## src/rtl/mul_ex_stage.sv

```systemverilog
// mul_ex_stage: iterative radix-2 shift-add multiplier for the multi-cycle EX path.
// Produces the low DATA_WIDTH bits of a*b, one multiplier bit per cycle, and
// holds the result for the WB stage until the WB port is free (MEM has priority).
// Optional build macro: MUL_EARLY_OUT_EN -- finish as soon as the remaining
// multiplier bits are all zero instead of always iterating DATA_WIDTH times.
module mul_ex_stage #(
    parameter int DATA_WIDTH     = 32,
    parameter int REGISTER_WIDTH = 5
) (
    input  logic                      clk_i,
    input  logic                      rst_i,
    input  logic                      start_i,
    input  logic [DATA_WIDTH-1:0]     a_i,
    input  logic [DATA_WIDTH-1:0]     b_i,
    input  logic [REGISTER_WIDTH-1:0] wr_reg_i,
    input  logic                      flush_i,
    input  logic                      wb_mem_valid_i,
    output logic                      busy_o,
    output logic                      ex_valid_o,
    output logic [REGISTER_WIDTH-1:0] ex_wr_reg_o,
    output logic [DATA_WIDTH-1:0]     ex_result_o
);

    localparam int CNT_W = $clog2(DATA_WIDTH) + 1;
    localparam logic [CNT_W-1:0] LAST_CNT = CNT_W'(DATA_WIDTH - 1);

    typedef enum logic [1:0] {
        ST_IDLE = 2'd0,
        ST_BUSY = 2'd1,
        ST_DONE = 2'd2
    } state_t;

    state_t                    state_reg, state_next;
    logic [DATA_WIDTH-1:0]     acc_reg, acc_next;
    logic [DATA_WIDTH-1:0]     mcand_reg, mcand_next;
    logic [DATA_WIDTH-1:0]     mplier_reg, mplier_next;
    logic [CNT_W-1:0]          cnt_reg, cnt_next;
    logic [REGISTER_WIDTH-1:0] dst_reg, dst_next;

    logic consume;
    logic load;
    logic last_iter;

    // A result leaves DONE only when MEM does not own the WB port this cycle.
    assign consume = (state_reg == ST_DONE) && !wb_mem_valid_i;

    // New operands are accepted from IDLE or in the consume cycle (back-to-back);
    // a start that coincides with a flush is dropped.
    assign load = start_i && !flush_i && ((state_reg == ST_IDLE) || consume);

`ifdef MUL_EARLY_OUT_EN
    // Stop once no set multiplier bits remain after this iteration's shift.
    assign last_iter = (cnt_reg == LAST_CNT) || (mplier_reg[DATA_WIDTH-1:1] == '0);
`else
    assign last_iter = (cnt_reg == LAST_CNT);
`endif

    // State and datapath registers; async reset clears everything.
    always_ff @(posedge clk_i or posedge rst_i) begin
        if (rst_i) begin
            state_reg  <= ST_IDLE;
            acc_reg    <= '0;
            mcand_reg  <= '0;
            mplier_reg <= '0;
            cnt_reg    <= '0;
            dst_reg    <= '0;
        end else begin
            state_reg  <= state_next;
            acc_reg    <= acc_next;
            mcand_reg  <= mcand_next;
            mplier_reg <= mplier_next;
            cnt_reg    <= cnt_next;
            dst_reg    <= dst_next;
        end
    end

    // Next-state and shift-add iteration; flush overrides every transition.
    always_comb begin
        state_next  = state_reg;
        acc_next    = acc_reg;
        mcand_next  = mcand_reg;
        mplier_next = mplier_reg;
        cnt_next    = cnt_reg;
        dst_next    = dst_reg;

        case (state_reg)
            ST_IDLE: begin
                // load handled below
            end
            ST_BUSY: begin
                if (mplier_reg[0]) begin
                    acc_next = acc_reg + mcand_reg;
                end
                mcand_next  = mcand_reg << 1;
                mplier_next = mplier_reg >> 1;
                cnt_next    = cnt_reg + 1'b1;
                if (last_iter) begin
                    state_next = ST_DONE;
                end
            end
            ST_DONE: begin
                if (consume) begin
                    state_next = ST_IDLE;
                end
            end
            default: begin
                state_next = ST_IDLE;
            end
        endcase

        if (load) begin
            mcand_next  = a_i;
            mplier_next = b_i;
            dst_next    = wr_reg_i;
            acc_next    = '0;
            cnt_next    = '0;
            state_next  = ST_BUSY;
        end

        // acc is intentionally left alone; the result is meaningless while invalid.
        if (flush_i) begin
            state_next = ST_IDLE;
        end
    end

    assign ex_valid_o  = (state_reg == ST_DONE);
    assign ex_result_o = acc_reg;
    assign ex_wr_reg_o = dst_reg;
    assign busy_o      = (state_reg == ST_BUSY) || ((state_reg == ST_DONE) && wb_mem_valid_i);

endmodule

```

## config.mk

```make
export PLATFORM = sky130hd
export DESIGN_NAME = mul_ex_stage
export DESIGN_NICKNAME = d
export VERILOG_FILES = /design/src/rtl/mul_ex_stage.sv
export SDC_FILE = /design/constraint.sdc
export NUM_CORES = 1
export LEC_CHECK = 0
export CELL_PAD_IN_SITES_DETAIL_PLACEMENT = 1
export CELL_PAD_IN_SITES_GLOBAL_PLACEMENT = 1
export CORE_MARGIN = 1.5
export CORE_UTILIZATION = 30
export DETAILED_ROUTE_END_ITERATION = 10
export PLACE_DENSITY = 0.72
export SYNTH_ARGS = -nofsm -noshare
export SYNTH_HDL_FRONTEND = slang
export SYNTH_SLANG_ARGS = --single-unit
```

## constraint.sdc

```tcl
create_clock -name clk_i -period 7.75 [get_ports clk_i]
set_clock_uncertainty 0.1 [all_clocks]
set_input_delay 1.55 -clock clk_i [delete_from_list [all_inputs] [get_ports clk_i]]
set_output_delay 1.55 -clock clk_i [all_outputs]
set_load 0.05 [all_outputs]
```

**Word level (Yosys, flattened, before mapping)**

Index checks and enable logic that the tools add are counted.
W data, S select, Z words.

- Register bits after elaboration: 109
- Bits in read-only memories: 0
- Memory bits (writable): 0
- Word-level logic and storage cells: 41
- Memories: 0
- Output and inout port bits: 39
- Latch bits: 0

- Add/sub/neg operators: 2
- Order comparisons: 0
- Shift-type cells: 0
- Equal/unequal tests: 6
- Reductions and logical operators: 13
- Div/mod/pow operators: 0
- Multipliers: 0
- Mux-type cells: 14
- Bitwise logic cells: 0

Operator list:

| cell | number |
|---|---|
| $mux W32 | 7 |
| $add A32 B32 Y32 | 1 |
| $mux W6 | 2 |
| $mux W2 | 4 |
| $add A6 B1 Y6 const B | 1 |
| $eq A6 B5 Y1 const B | 1 |
| $pmux W2 S3 | 1 |
| $logic_and A1 B1 Y1 | 4 |
| $ne A4 B2 Y1 const B | 1 |
| $ne A4 B4 Y1 const B | 1 |
| $reduce_bool A2 Y1 | 2 |
| $ne A3 B3 Y1 const B | 1 |
| $reduce_and A3 Y1 | 1 |
| $eq A2 B1 Y1 const B | 1 |
| $eq A2 B2 Y1 const B | 1 |
| $logic_not A1 Y1 | 2 |
| $logic_not A2 Y1 | 1 |
| $logic_or A1 B1 Y1 | 2 |
| $reduce_and A2 Y1 | 1 |

**Longest topological paths before layout**

Gate-level depths: netlist of the first run.

- Depth after elaboration: 6
- Depth in mapped cells: 10
- Mapped depth without buffers: 10

**Least setup slack after synthesis of the first run**

OpenSTA, ideal clock, no wires.

- Path type: in2out
- Start point: input port wb_mem_valid_i
- End point: output port busy_o
- Stages on the path: 2
- Buffers on the path: 0
- Required time: 6.100 ns
- Setup slack: 3.379 ns
- Arrival: 2.721 ns
- Path through: nand2_1 -> o21ai_0

- Cells in the longest elaborated chain, start to end: 2

Ends and longest elaborated chain:

| element | line | RTL |
|---|---|---|
| start, declared | 17 | `input logic wb_mem_valid_i,` |
| $logic_and A1 B1 Y1 | 129 | `assign busy_o = (state_reg == ST_BUSY) \|\| ((state_reg == ST_DONE) && wb_mem_valid_i);` |
| $logic_or A1 B1 Y1 | 129 |  |
| end, declared | 18 | `output logic busy_o,` |

No other way between the ends.

**Worst setup path in the final report of the first run**

Ends and elaborated chain as after synthesis.

==> results of run 1 <==
where the power goes:
| part | leakage (nW) | switching [mW] | internal [mW] | total, mW |
|---|---|---|---|---|
| Sequential | 1.37 | 0.155 | 0.743 | 0.897 |
| Combinational | 2.06 | 0.902 | 0.570 | 1.47 |
| Clock | 0.148 | 0.242 | 0.229 | 0.471 |
tightest hold or removal path: cells and delay by family, from the launching register on:
family	cells	cell delay [ps]
flip-flops	1	350
AND/OR/NAND/NOR	2	110
through the flow:
stage / hold slack [ps] / worst slack (ps) / cells / util
after global placement: 358 / 2990 / 1063 / 0.373
after floorplan: 347 / 3230 / 716 / -
after global routing: 408 / 2900 / 1079 / 0.388
after CTS: 386 / 2950 / 1079 / 0.388
after detailed placement: 363 / 2950 / 1063 / 0.373
final: 383 / 2960 / 1079 / 0.388
synthesized netlist by cell type, types with 2 or more instances:
cell / count
buf_1: 5
and3_1: 8
a31oi_1: 35
and4_1: 3
nor4_1: 2
a21boi_1: 2
mux2i_1: 3
o21bai_1: 4
dfrtp_1: 109
a21o_1: 16
a211oi_1: 3
a21boi_0: 3
nor3_1: 8
inv_1: 8
a21oi_1: 24
o21ai_1: 3
o31ai_1: 8
buf_2: 5
nor2_1: 55
o31ai_2: 2
a21oi_2: 3
o21ai_0: 37
and2_1: 3
or3_1: 2
o21a_1: 2
nand2_1: 181
nand3_1: 33
clkbuf_1: 31
a22oi_1: 32
xor2_1: 11
nor2b_1: 4
xnor2_1: 12
nand4_1: 2
nand2b_1: 3
ha_1: 32
o41ai_2: 2
cells by family after synthesis:
logic type,after synthesis,share of synthesized area
simple gates,309,0.212
mux,3,0.00487
flops,109,0.442
xor+xnor,23,0.0326
compound gates,190,0.209
buf+inv,49,0.0308
fa+ha+maj,33,0.0681
per-layer routing:
metal | GRT usage | vias up
met5 | 0 | -
met4 | 0.0389 | 0
li1 | - | 2704
met2 | 0.292 | 85
met1 | 0.217 | 2678
met3 | 0.0372 | 18
how the worst max path moves through the flow:
stage | to | depth (start not counted)
floorplan | cnt_reg[0] | 1
global placement | busy_o | 4
detailed placement | busy_o | 4
CTS | busy_o | 4
global route | busy_o | 4
finish | busy_o | 4
cells in the final DEF (no fill, tap or decap), types with 3 or more instances in the layout:
cell,instances
a211oi_1,3
a22oi_1,32
xnor2_1,12
and2_1,3
dfrtp_1,109
clkdlybuf4s50_1,112
o31ai_1,8
and4_1,3
a21boi_0,3
nor3_1,8
nand2_1,181
nor2b_1,3
a21oi_2,3
o21bai_1,4
buf_4,6
a21oi_1,24
a21o_1,16
xor2_1,11
o21ai_0,37
clkbuf_16,9
nand2b_1,3
inv_6,3
and3_1,7
nand3_1,32
o21ai_1,3
inv_1,7
mux2i_1,3
nor2_1,54
a31oi_1,35
ha_1,32
layout make-up:
cell class                 count  area (um^2)
sequential                   109         2730
fill                        2371        12400
clock inverter                 7         75.1
timing repair buffer         118         1170
tap                          270          338
inverter                       8         32.5
clock buffer                   9          225
multi-input combinational    558         3280
==> implementation parameters, run 1 <==
Parameter                              Value

Timing
  Time the final worst path needs with I/O delays and setup ... 4790 ps
  Maximum operating frequency ... 0.209 GHz
  Final number of hold-violating endpoints ... 0
  RSZ-0062 raised after global routing ... no
  Relative slew slack ... 0.295
  Setup tns final ... 0 ps
  Ratio of final minimum period to clock period ... 0.618
  Transition time at the pin with the least slew margin ... 1060 ps
  Final setup fails ... 0
  Final-report max-slew violation count ... 0

Place
  Number of input and output port buffers inserted ... 112
  Routability Congestion ... 0.806
  Area after detailed placement ... 7540 um^2
  Final HPWL from detailed placement ... 12200 um

Die
  Starting utilization of the core area ... 0.305
  Die width ... 146 um
  Count of boundary I/O pins ... 113
  Floorplan Core Area ... 20200 um^2
  Count of standard-cell rows ... 52
  Die footprint ... 21400 um^2
  Die H ... 146 um

Setup path
  WP data arrival ... 3140 ps
  CP startpoint kind ... primary input
  RR Startpoint ... ex_result_o[0]
  Required time at the worst-slack endpoint ... 6100 ps
  Max Fanout on Critical Path ... 4
  Slowest-stage cell, CP ... clkdlybuf4s50_1
  Critical register-to-register path endpoint ... ex_result_o[20]
  Worst path top cell family by delay ... buffers and inverters
  Cell-by-cell listing of the critical path ... clkdlybuf4s50_1 -> nand2_1 -> o21ai_0 -> clkdlybuf4s50_1
  Buf/Inv on CP ... 2
  Worst r2r path cells ... 10
  Endpoint class of the critical path ... output port
  First element of the critical path ... wb_mem_valid_i
  Setup slack on the worst flop-to-flop path ... 4410 ps
  Worst path max stage delay ... 840 ps
  Most numerous cell on the critical path ... clkdlybuf4s50_1
  Classification of the worst setup path ... in2out

Clock tree
  CTS Buf Count ... 9
  Number of levels the H-tree was split into ... 3
  Maximum buffer depth of the clock tree ... 2
  Number of gates given a new drive strength after cts ... 0
  Hold buffer count at CTS ... 0
  CTS tree ... built
  Setup bufs post-CTS ... 0
  Sinks on the clock net ... 109
  Worst-Skew Late Latency ... 360 ps
  CTS clk-pin slew, worst paths ... 90 ps
  Clock root buffer ... clkbuf_16

GRT
  Antenna violations before repair ... 0
  First-pass GRT wire length ... 29600 um
  Via count of the first global-routing pass ... 5921
  Largest net degree at the start of global routing ... 92
  GRT Overall Usage ... 0.170
  Total global routing overflow ... 0

Logic synthesis
  Post-synth top area share ... 0.442
  Warning count from the yosys run ... 0
  Async SR Flop Fraction ... 1.00
  Primary FF master, synth ... dfrtp_1
  Cell variety after synth ... 56
  Post-synth design cell area ... 6170 um^2
  Number of cells produced by synthesis ... 716
  Mean cell area of the mapped netlist ... 8.62 um^2
  Nets in the synthesized netlist ... 823
  Sequential area share after synthesis ... 0.442
  Number of flip-flops and latches in the synthesized netlist ... 109
  Cell types occupying the most area after synthesis ... dfrtp_1 (44%), nand2_1 (11%), ha_1 (6.5%), a22oi_1 (3.9%), a31oi_1 (3.5%)
  Yosys top cell by area ... dfrtp_1
  Number of enable-type register cells in the synthesized netlist ... 0

Route
  Post-route met1 wirelength ... 8130 um
  Met3 routed WL ... 696 um
  Starting DRC count in detailed routing ... 288
  Routed wl met2 ... 8400 um
  DRT antenna net count ... 0
  Overall via count from detail_route ... 5485
  DRC violation count after routing ... 0
  Ratio of routed vias to standard cells ... 5.08
  1st-pass router iterations ... 4
  Wire length reported by the detailed router ... 17400 um
  Highest metal layer with signal wires ... met4
  DR WL/cell ... 16.1 um

Pwr
  VDD IR-drop max ... 0.128 mV
  Total power divided by cell area ... 362 nW/um^2
  Final Power ... 2.84 mW
  Static power due to leakage ... 3.58 nW

Final layout
  Synthesis-to-finish area growth ... 27.1%
  Fraction of layout cells with a size suffix above 1 ... 0.0494
  Layout Nets ... 911
  Post-route standard cell area excluding fillers ... 7840 um^2
  N_diodes ... 0

Worst hold path
  Path category of the worst min-delay check ... reg2reg
  Worst-case hold path end point ... mplier_reg[20]
  HP Start ... mplier_reg[20]
  Number of cells on the worst hold path ... 2

Outcome
  Run status ... complete, no violations

Flow run
  Number of violations of the max-capacitance limit ... 0
Power figures use the tool's default switching activity.
==> inputs of run 2 (changes only) <==
==> constraint.sdc (replaced) <==
create_clock -name clk_i -period 4.8 [get_ports clk_i]
set_clock_uncertainty 0.1 [all_clocks]
set_input_delay 0.96 -clock clk_i [delete_from_list [all_inputs] [get_ports clk_i]]
set_output_delay 0.96 -clock clk_i [all_outputs]
set_load 0.05 [all_outputs]
==> run 2 against run 1 <==
Net effect: sequential share of layout area shrank 0.12 points; cell count is essentially flat; routed wire length shrank 1.5%; utilization grew 0.14 points; die area is the same; flip-flop and latch count is the same; combinational power grew 61%; hold slack lost 2.7 ps.
==> implementation parameters, run 2 (same netlist as run 1, synthesis figures left out) <==
Parameter                              Value

Outcome
  Run status ... complete, no violations

Clock tree
  Maximum buffer depth of the clock tree ... 2
  Number of levels the H-tree was split into ... 3
  Worst-Skew Late Latency ... 360 ps
  CTS tree ... built
  Hold buffer count at CTS ... 0
  Clock root buffer ... clkbuf_16
  CTS clk-pin slew, worst paths ... 80 ps
  Number of gates given a new drive strength after cts ... 0
  CTS Buf Count ... 9
  Sinks on the clock net ... 109
  Setup bufs post-CTS ... 0

Final layout
  Fraction of layout cells with a size suffix above 1 ... 0.0506
  N_diodes ... 0
  Utilization of the core after routing ... 0.389
  Layout Nets ... 912
  Commonest non-fill, non-tap cells in the layout ... nand2_1 (181), clkdlybuf4s50_1 (112), dfrtp_1 (109)
  Synthesis-to-finish area growth ... 27.5%
  # fillers ... 2357
  Most common library cell in the layout ignoring fill and taps ... nand2_1

Setup path
  Setup slack on the worst flop-to-flop path ... 1570 ps
  Endpoint class of the critical path ... output port
  Slowest-stage cell, CP ... clkdlybuf4s50_1
  Most numerous cell on the critical path ... clkdlybuf4s50_1
  CP startpoint kind ... primary input
  Cell-by-cell listing of the critical path ... clkdlybuf4s50_1 -> nand2_1 -> o21ai_0 -> clkdlybuf4s50_1
  Required time at the worst-slack endpoint ... 3740 ps
  Max Fanout on Critical Path ... 4
  Worst path max stage delay ... 830 ps
  WP data arrival ... 2540 ps
  Classification of the worst setup path ... in2out

Timing
  Maximum operating frequency ... 0.278 GHz
  RSZ-0062 raised after global routing ... no
  Relative slew slack ... 0.465
  Setup tns final ... 0 ps
  Final number of hold-violating endpoints ... 0
  Transition time at the pin with the least slew margin ... 799 ps
  Final-report max-slew violation count ... 0
  Final setup fails ... 0
  Time the final worst path needs with I/O delays and setup ... 3600 ps
  Ratio of final minimum period to clock period ... 0.750

Pwr
  Total power divided by cell area ... 583 nW/um^2
  Static power due to leakage ... 3.58 nW
  Relative contribution of combinational cells to total power ... 0.514
  Portion of total power attributed to the clock network ... 0.170
  Final Power ... 4.59 mW
  Sw frac ... 0.456
  Switching component of the power ... 2.09 mW
  VDD IR-drop max ... 0.185 mV
  Cell Int Power ... 2.49 mW
  Sequential group share of total power ... 0.316

Route
  DRC violation count after routing ... 0
  Ratio of routed vias to standard cells ... 5.05
  Wire length reported by the detailed router ... 17200 um
  DRT antenna net count ... 0
  Starting DRC count in detailed routing ... 266
  1st-pass router iterations ... 4
  DR WL/cell ... 15.9 um
  Overall via count from detail_route ... 5456

Place
  Routability Congestion ... 0.810
  Final HPWL from detailed placement ... 12300 um
  Number of input and output port buffers inserted ... 112

Flow run
  Number of violations of the max-capacitance limit ... 0

Die
  Count of boundary I/O pins ... 113
  Starting utilization of the core area ... 0.305
  Count of standard-cell rows ... 52
  Die width ... 146 um
  Die H ... 146 um
  Die footprint ... 21400 um^2
  Floorplan Core Area ... 20200 um^2

GRT
  First-pass GRT wire length ... 29300 um
  Via count of the first global-routing pass ... 5746
  GRT Overall Usage ... 0.167
  Total global routing overflow ... 0
  Largest net degree at the start of global routing ... 60
  Antenna violations before repair ... 0

Worst hold path
  Path category of the worst min-delay check ... reg2reg
==> run 2: stage by stage <==
stage               cell area [um^2]  worst slack (ps)  hold WS (ps)  instances
floorplan                       6170               866           347        716
global placement                7560              1200           359       1064
detailed placement              7560              1200           363       1064
CTS                             7870              1190           387       1080
global route                    7870              1120           403       1080
finish                          7870              1200           381       1080
==> run 2: critical path, delay by kind of cell <==
family,cells,cell delay [ps]
buffers and inverters,2,1280
AOI/OAI and AO/OA,1,180
and+or+nand+nor,1,120
==> run 2: routing by layer <==
| metal | routed length (um) | GRT usage |
|---|---|---|
| met1 | 8240 | 0.226 |
| met2 | 8020 | 0.274 |
| met3 | 716 | 0.0366 |
| met4 | 191 | 0.0394 |
| met5 | 0 | 0 |
==> run 2: final timing paths <==
path / start / to / cells past startpoint
worst max register to register: ex_result_o[0] / ex_result_o[20] / 10
worst min register to register: mplier_reg[3] / mplier_reg[3] / 2
worst min-delay path: mplier_reg[3] / mplier_reg[3] / 2
max in group asynchronous: rst_i / mcand_reg[28] / 3
min in group asynchronous: rst_i / mcand_reg[3] / 2
worst max-delay path: wb_mem_valid_i / busy_o / 4
==> run 2: power by group through the flow <==
stage	combinational, mW	clock [mW]	sequential, mW
global route	2.62	0.832	1.50
global placement	2.32	0	1.47
finish	2.36	0.780	1.45
floorplan	1.36	0	1.78
CTS	2.38	0.805	1.46
detailed placement	2.36	0	1.47
==> run 2: area by class of cell <==
cell class	instances	area (um^2)	area share
tap	270	338	0.0429
sequential	109	2730	0.347
clock inverter	7	82.6	0.0105
timing repair buffer	119	1190	0.151
inverter	8	32.5	0.00413
clock buffer	9	225	0.0286
multi-input combinational	558	3280	0.417
